## src/rtl/sd_dma_wbuf.sv

```systemverilog
// Posted-write FIFO plus ordered read sequencer bridging a Wishbone-style DMA master
// onto an Avalon-MM fabric. Reads wait behind every posted write.
module sd_dma_wbuf #(
  parameter int FIFO_DEPTH = 8,
  parameter int ADDR_W     = 32,
  parameter int DATA_W     = 32
) (
  input  logic                          clk,
  input  logic                          reset,
  input  logic [ADDR_W-1:0]             s_address,
  input  logic                          s_read,
  input  logic                          s_write,
  input  logic [DATA_W-1:0]             s_writedata,
  output logic [DATA_W-1:0]             s_readdata,
  output logic                          s_waitrequest_n,
  output logic [ADDR_W-1:0]             m_address,
  output logic                          m_read,
  output logic                          m_write,
  output logic [DATA_W-1:0]             m_writedata,
  input  logic                          m_waitrequest,
  input  logic [DATA_W-1:0]             m_readdata,
  input  logic                          m_readdatavalid,
  output logic [$clog2(FIFO_DEPTH):0]   fifo_level,
  output logic                          idle
);

  localparam int PTR_W = $clog2(FIFO_DEPTH);
  localparam int LVL_W = PTR_W + 1;
  localparam int WA_W  = ADDR_W - 2;
  localparam int ENT_W = WA_W + DATA_W;

  typedef enum logic [2:0] {IDLE, DRAIN, RD_CMD, RD_DATA, RD_ACK} state_t;

  state_t              state_reg;
  logic [WA_W-1:0]     rd_addr_reg;
  logic [DATA_W-1:0]   rd_data_reg;
  logic [ENT_W-1:0]    mem [FIFO_DEPTH];
  logic [PTR_W-1:0]    wr_ptr_reg, rd_ptr_reg;
  logic [LVL_W-1:0]    level_reg;
  logic [ENT_W-1:0]    head;
  logic                full, empty, push, pop, drain_ok;
  logic                unused_addr_lsbs;

  assign unused_addr_lsbs = ^s_address[1:0];

  assign full     = (level_reg == LVL_W'(FIFO_DEPTH));
  assign empty    = (level_reg == '0);
  assign push     = s_write && !full && (state_reg == IDLE);
  assign drain_ok = (state_reg != RD_CMD) && (state_reg != RD_DATA);
  assign head     = mem[rd_ptr_reg];

  assign m_write  = !empty && drain_ok;
  assign m_read   = (state_reg == RD_CMD);
  assign pop      = m_write && !m_waitrequest;

  // Idle buses are driven to zero so nothing stale leaks out of the RAM.
  assign m_address   = m_read  ? {rd_addr_reg, 2'b00} :
                       m_write ? {head[ENT_W-1 -: WA_W], 2'b00} : '0;
  assign m_writedata = m_write ? head[DATA_W-1:0] : '0;

  assign s_waitrequest_n = push || (state_reg == RD_ACK);
  assign s_readdata      = rd_data_reg;
  assign fifo_level      = level_reg;
  assign idle            = empty && (state_reg == IDLE);

  always_ff @(posedge clk) begin
    if (push)
      mem[wr_ptr_reg] <= {s_address[ADDR_W-1:2], s_writedata};
  end

  always_ff @(posedge clk or posedge reset) begin
    if (reset) begin
      wr_ptr_reg <= '0;
      rd_ptr_reg <= '0;
      level_reg  <= '0;
    end else begin
      if (push) wr_ptr_reg <= wr_ptr_reg + 1'b1;
      if (pop)  rd_ptr_reg <= rd_ptr_reg + 1'b1;
      case ({push, pop})
        2'b10:   level_reg <= level_reg + 1'b1;
        2'b01:   level_reg <= level_reg - 1'b1;
        default: level_reg <= level_reg;
      endcase
    end
  end

  // DRAIN holds the read back until every posted write has left the FIFO.
  always_ff @(posedge clk or posedge reset) begin
    if (reset) begin
      state_reg   <= IDLE;
      rd_addr_reg <= '0;
      rd_data_reg <= '0;
    end else begin
      case (state_reg)
        IDLE: if (s_read && !s_write) begin
          rd_addr_reg <= s_address[ADDR_W-1:2];
          state_reg   <= DRAIN;
        end
        DRAIN:   if (empty) state_reg <= RD_CMD;
        RD_CMD:  if (!m_waitrequest) state_reg <= RD_DATA;
        RD_DATA: if (m_readdatavalid) begin
          rd_data_reg <= m_readdata;
          state_reg   <= RD_ACK;
        end
        RD_ACK:  state_reg <= IDLE;
        default: state_reg <= IDLE;
      endcase
    end
  end

endmodule

```

## config.mk

```make
export PLATFORM = sky130hd
export DESIGN_NAME = sd_dma_wbuf
export DESIGN_NICKNAME = d
export VERILOG_FILES = /design/src/rtl/sd_dma_wbuf.sv
export SDC_FILE = /design/constraint.sdc
export NUM_CORES = 1
export LEC_CHECK = 0
export ABC_AREA = 1
export CAP_MARGIN = 25
export CORE_ASPECT_RATIO = 2
export CORE_MARGIN = 4
export CORE_UTILIZATION = 57
export CTS_CLUSTER_DIAMETER = 200
export DETAILED_ROUTE_END_ITERATION = 6
export GPL_ROUTABILITY_DRIVEN = 0
export MAX_ROUTING_LAYER = met4
export PLACE_DENSITY = 0.88
export SYNTH_ARGS = -nofsm -noshare
export SYNTH_HDL_FRONTEND = slang
export SYNTH_SLANG_ARGS = --single-unit
```

## constraint.sdc

```tcl
create_clock -name clk -period 8.66 [get_ports clk]
set_input_delay 1.732 -clock clk [delete_from_list [all_inputs] [get_ports clk]]
set_output_delay 1.732 -clock clk [all_outputs]
set_load 0.02 [all_outputs]
```

==> results.sh <==
export IMPL_status="finished, final reports clean"
export IMPL_synthTopCellsByArea="edfxtp_1, dfrtp_1, nor2_1"
export IMPL_r2r_slack_ns=5.29
export IMPL_synth_most_common_cell="edfxtp_1"
export IMPL_final_max_slew_violation_count=0
export IMPL_fillers=2635
export IMPL_clock_root_buffer="clkbuf_16"
export IMPL_end_kind="output port"
export IMPL_post_route_min_period_ns=5.99
export IMPL_synthesis_area_sq_um=22900
export IMPL_largest_reg_flops=496
export IMPL_fin_worst_skew_ns=0.0123
export IMPL_viasPerCell=5.90
export IMPL_antenna_left=0
export IMPL_tritoncts_num_buffers=46
export IMPL_synth_seq_cells=571
export IMPL_die_h_microns=291
export IMPL_vias=15700
export IMPL_timing_final_ws_setup_ns=2.67
export IMPL_dr_pass1_iters=5
export IMPL_grt_start_max_net_pins=158
export IMPL_antenna_found_initial=9
export IMPL_peakVddDrop_mv=0.254
export IMPL_arrival_ns=4.25
export IMPL_multi_input_area_sq_um=5460
export IMPL_drcViolationCount=0
export IMPL_die_x_microns=150
export IMPL_tns_ns=0
export IMPL_coreArea_sq_um=39600
export IMPL_synth_top_area_share_pct=65.1
export IMPL_cap_violations=0
export IMPL_worstMarginPinSlew_ns=1.04
export IMPL_cts_num_sinks=571
export IMPL_syn_to_final_growth_pct=17.0
export IMPL_hold_viol=0
export IMPL_final_cells=2668
export IMPL_synth_cells=1940
export IMPL_synth_edf_count=496
export IMPL_grt_overflow=0
export IMPL_avgSynthCellArea_sq_um=11.8
export IMPL_port_buffers=201
export IMPL_critPathMaxFanout=145
export IMPL_seqCellArea_sq_um=16800
export IMPL_grt_first_pass_wirelength_mm=85.8
export IMPL_cts_hold_buffers=0
export IMPL_fmaxAchievable_ghz=0.167
export IMPL_wl_per_cell_microns=21.0
export IMPL_fin_crit_sh_pct=69.1
export IMPL_setup_violations=0
export IMPL_yosys_warnings=0
export IMPL_drive_gt1_share_pct=5.76
export IMPL_yosysSeqAreaShare_pct=73.3
export IMPL_crit_path_start_kind="flop"
export IMPL_track_usage_pct=26.2
export IMPL_synth_flop_cell="edfxtp_1"
export IMPL_yosys_top_cells_count="edfxtp_1, nor2_1, nand2_1, o21ai_0, nand3_1"
export IMPL_worstHoldPathType="reg -> reg"
export IMPL_ys_types=29
export IMPL_post_place_ws_ns=3.12
export IMPL_rsz0062_at_grt="no"
export IMPL_rows=103
export IMPL_relSlewSlack_pct=30.4
export IMPL_worst_endpoint_required_ns=6.93
export IMPL_hpwl_mm=30.8
export IMPL_grt_pass1_vias=16100
export IMPL_die_area_sq_um=43600
export IMPL_wirelength_mm=56.1
export IMPL_cts_tree="built"
export IMPL_start_util_pct=57.8
export IMPL_leakagePower_nw=9.58
export IMPL_yosys_area_top_type="edfxtp_1"
export IMPL_worstSetupPathType="reg -> out"
export IMPL_pin_count=206
export IMPL_clk_latency_ns=0.57
export IMPL_clkTransAtPathRegs_ns=0.07
export IMPL_ctsLongestPathBuffers=3
export IMPL_async_flop_share_pct=13.1
export IMPL_nets=2204
export IMPL_post_cts_buffers=0
export IMPL_cts_resized=0
export IMPL_dp_cells=2573
export IMPL_htreeDepth=2
export IMPL_p_per_area_nw_per_um2=360
export IMPL_drtIter0Drc=1569
==> cell type report <==
class / count / share of cell area (%)
clock buffer: 56 / 4.59
antenna: 9 / 0.0841
multi-input combinational: 1227 / 20.4
tap: 525 / 2.45
clock inverter: 29 / 1.10
sequential: 571 / 62.7
timing repair buffer: 231 / 8.43
inverter: 20 / 0.308
==> final timing paths <==
| kind | startpoint | endpoint | cells past startpoint |
|---|---|---|---|
| max | rd_ptr_reg[0] | m_address[2] | 8 |
| min reg2reg | rd_addr_reg[12] | rd_addr_reg[12] | 2 |
| max in group asynchronous | reset | rd_ptr_reg[2] | 3 |
| min in group asynchronous | reset | rd_addr_reg[6] | 2 |
| max reg2reg | state_reg[2] | mem[1][40] | 6 |
| min | rd_addr_reg[12] | rd_addr_reg[12] | 2 |
==> report_power, final <==
group | internal [mW] | switching, mW
Sequential | 3.36 | 0.251
Clock | 1.19 | 0.929
Combinational | 1.38 | 2.51
==> kinds of logic after synthesis <==
| group | synth area share, % |
|---|---|
| AOI/OAI and AO/OA | 7.52 |
| xor gates and xnor gates | 0.230 |
| adders and majority gates | 0.273 |
| buffers and inverters | 3.11 |
| DFF | 73.3 |
| other | 0.0164 |
| and+or+nand+nor | 15.6 |
==> stage by stage <==
stage / power (mW) / cell area (sq um) / util, % / hold slack (ns)
after global placement: 7.34 / 25200 / 63.7 / 0.453
final: 9.63 / 26800 / 67.7 / 0.472
after detailed placement: 7.51 / 25200 / 63.7 / 0.458
after floorplan: 6.03 / 22900 / - / 0.442
after global routing: 10.1 / 26800 / 67.7 / 0.499
after CTS: 9.63 / 26700 / 67.6 / 0.474
==> routing by layer <==
layer	vias up	GRT usage (%)	wire length [microns]
met2	910	45.6	29600
met5	-	-	0
met3	140	4.11	4800
met1	7613	29.6	19700
li1	7077	-	-
met4	0	11.8	2090
==> critical path, stage by stage, from the launching register on <==
cell	delay [ns]
dfrtp_4	0.76
inv_6	0.24
buf_16	0.42
buf_4	0.79
o21ai_0	0.26
nand3_1	0.13
nand3_1	0.10
nand2_1	0.18
clkdlybuf4s50_1	0.63
==> placed cells by master (no fill, tap or decap), types with 11 or more instances in the layout <==
cell	netlist	final
nand3_1	126	126
edfxtp_1	496	496
nor2_1	474	473
buf_4	9	29
clkbuf_16	0	47
clkdlybuf4s50_1	0	201
dfrtp_1	75	72
o211ai_1	32	32
o22ai_1	32	32
clkinv_2	0	11
o21ai_1	48	48
o21ai_0	206	206
nand2_1	278	278
inv_1	15	13
Note: power is estimated with default switching activity, not from simulation.
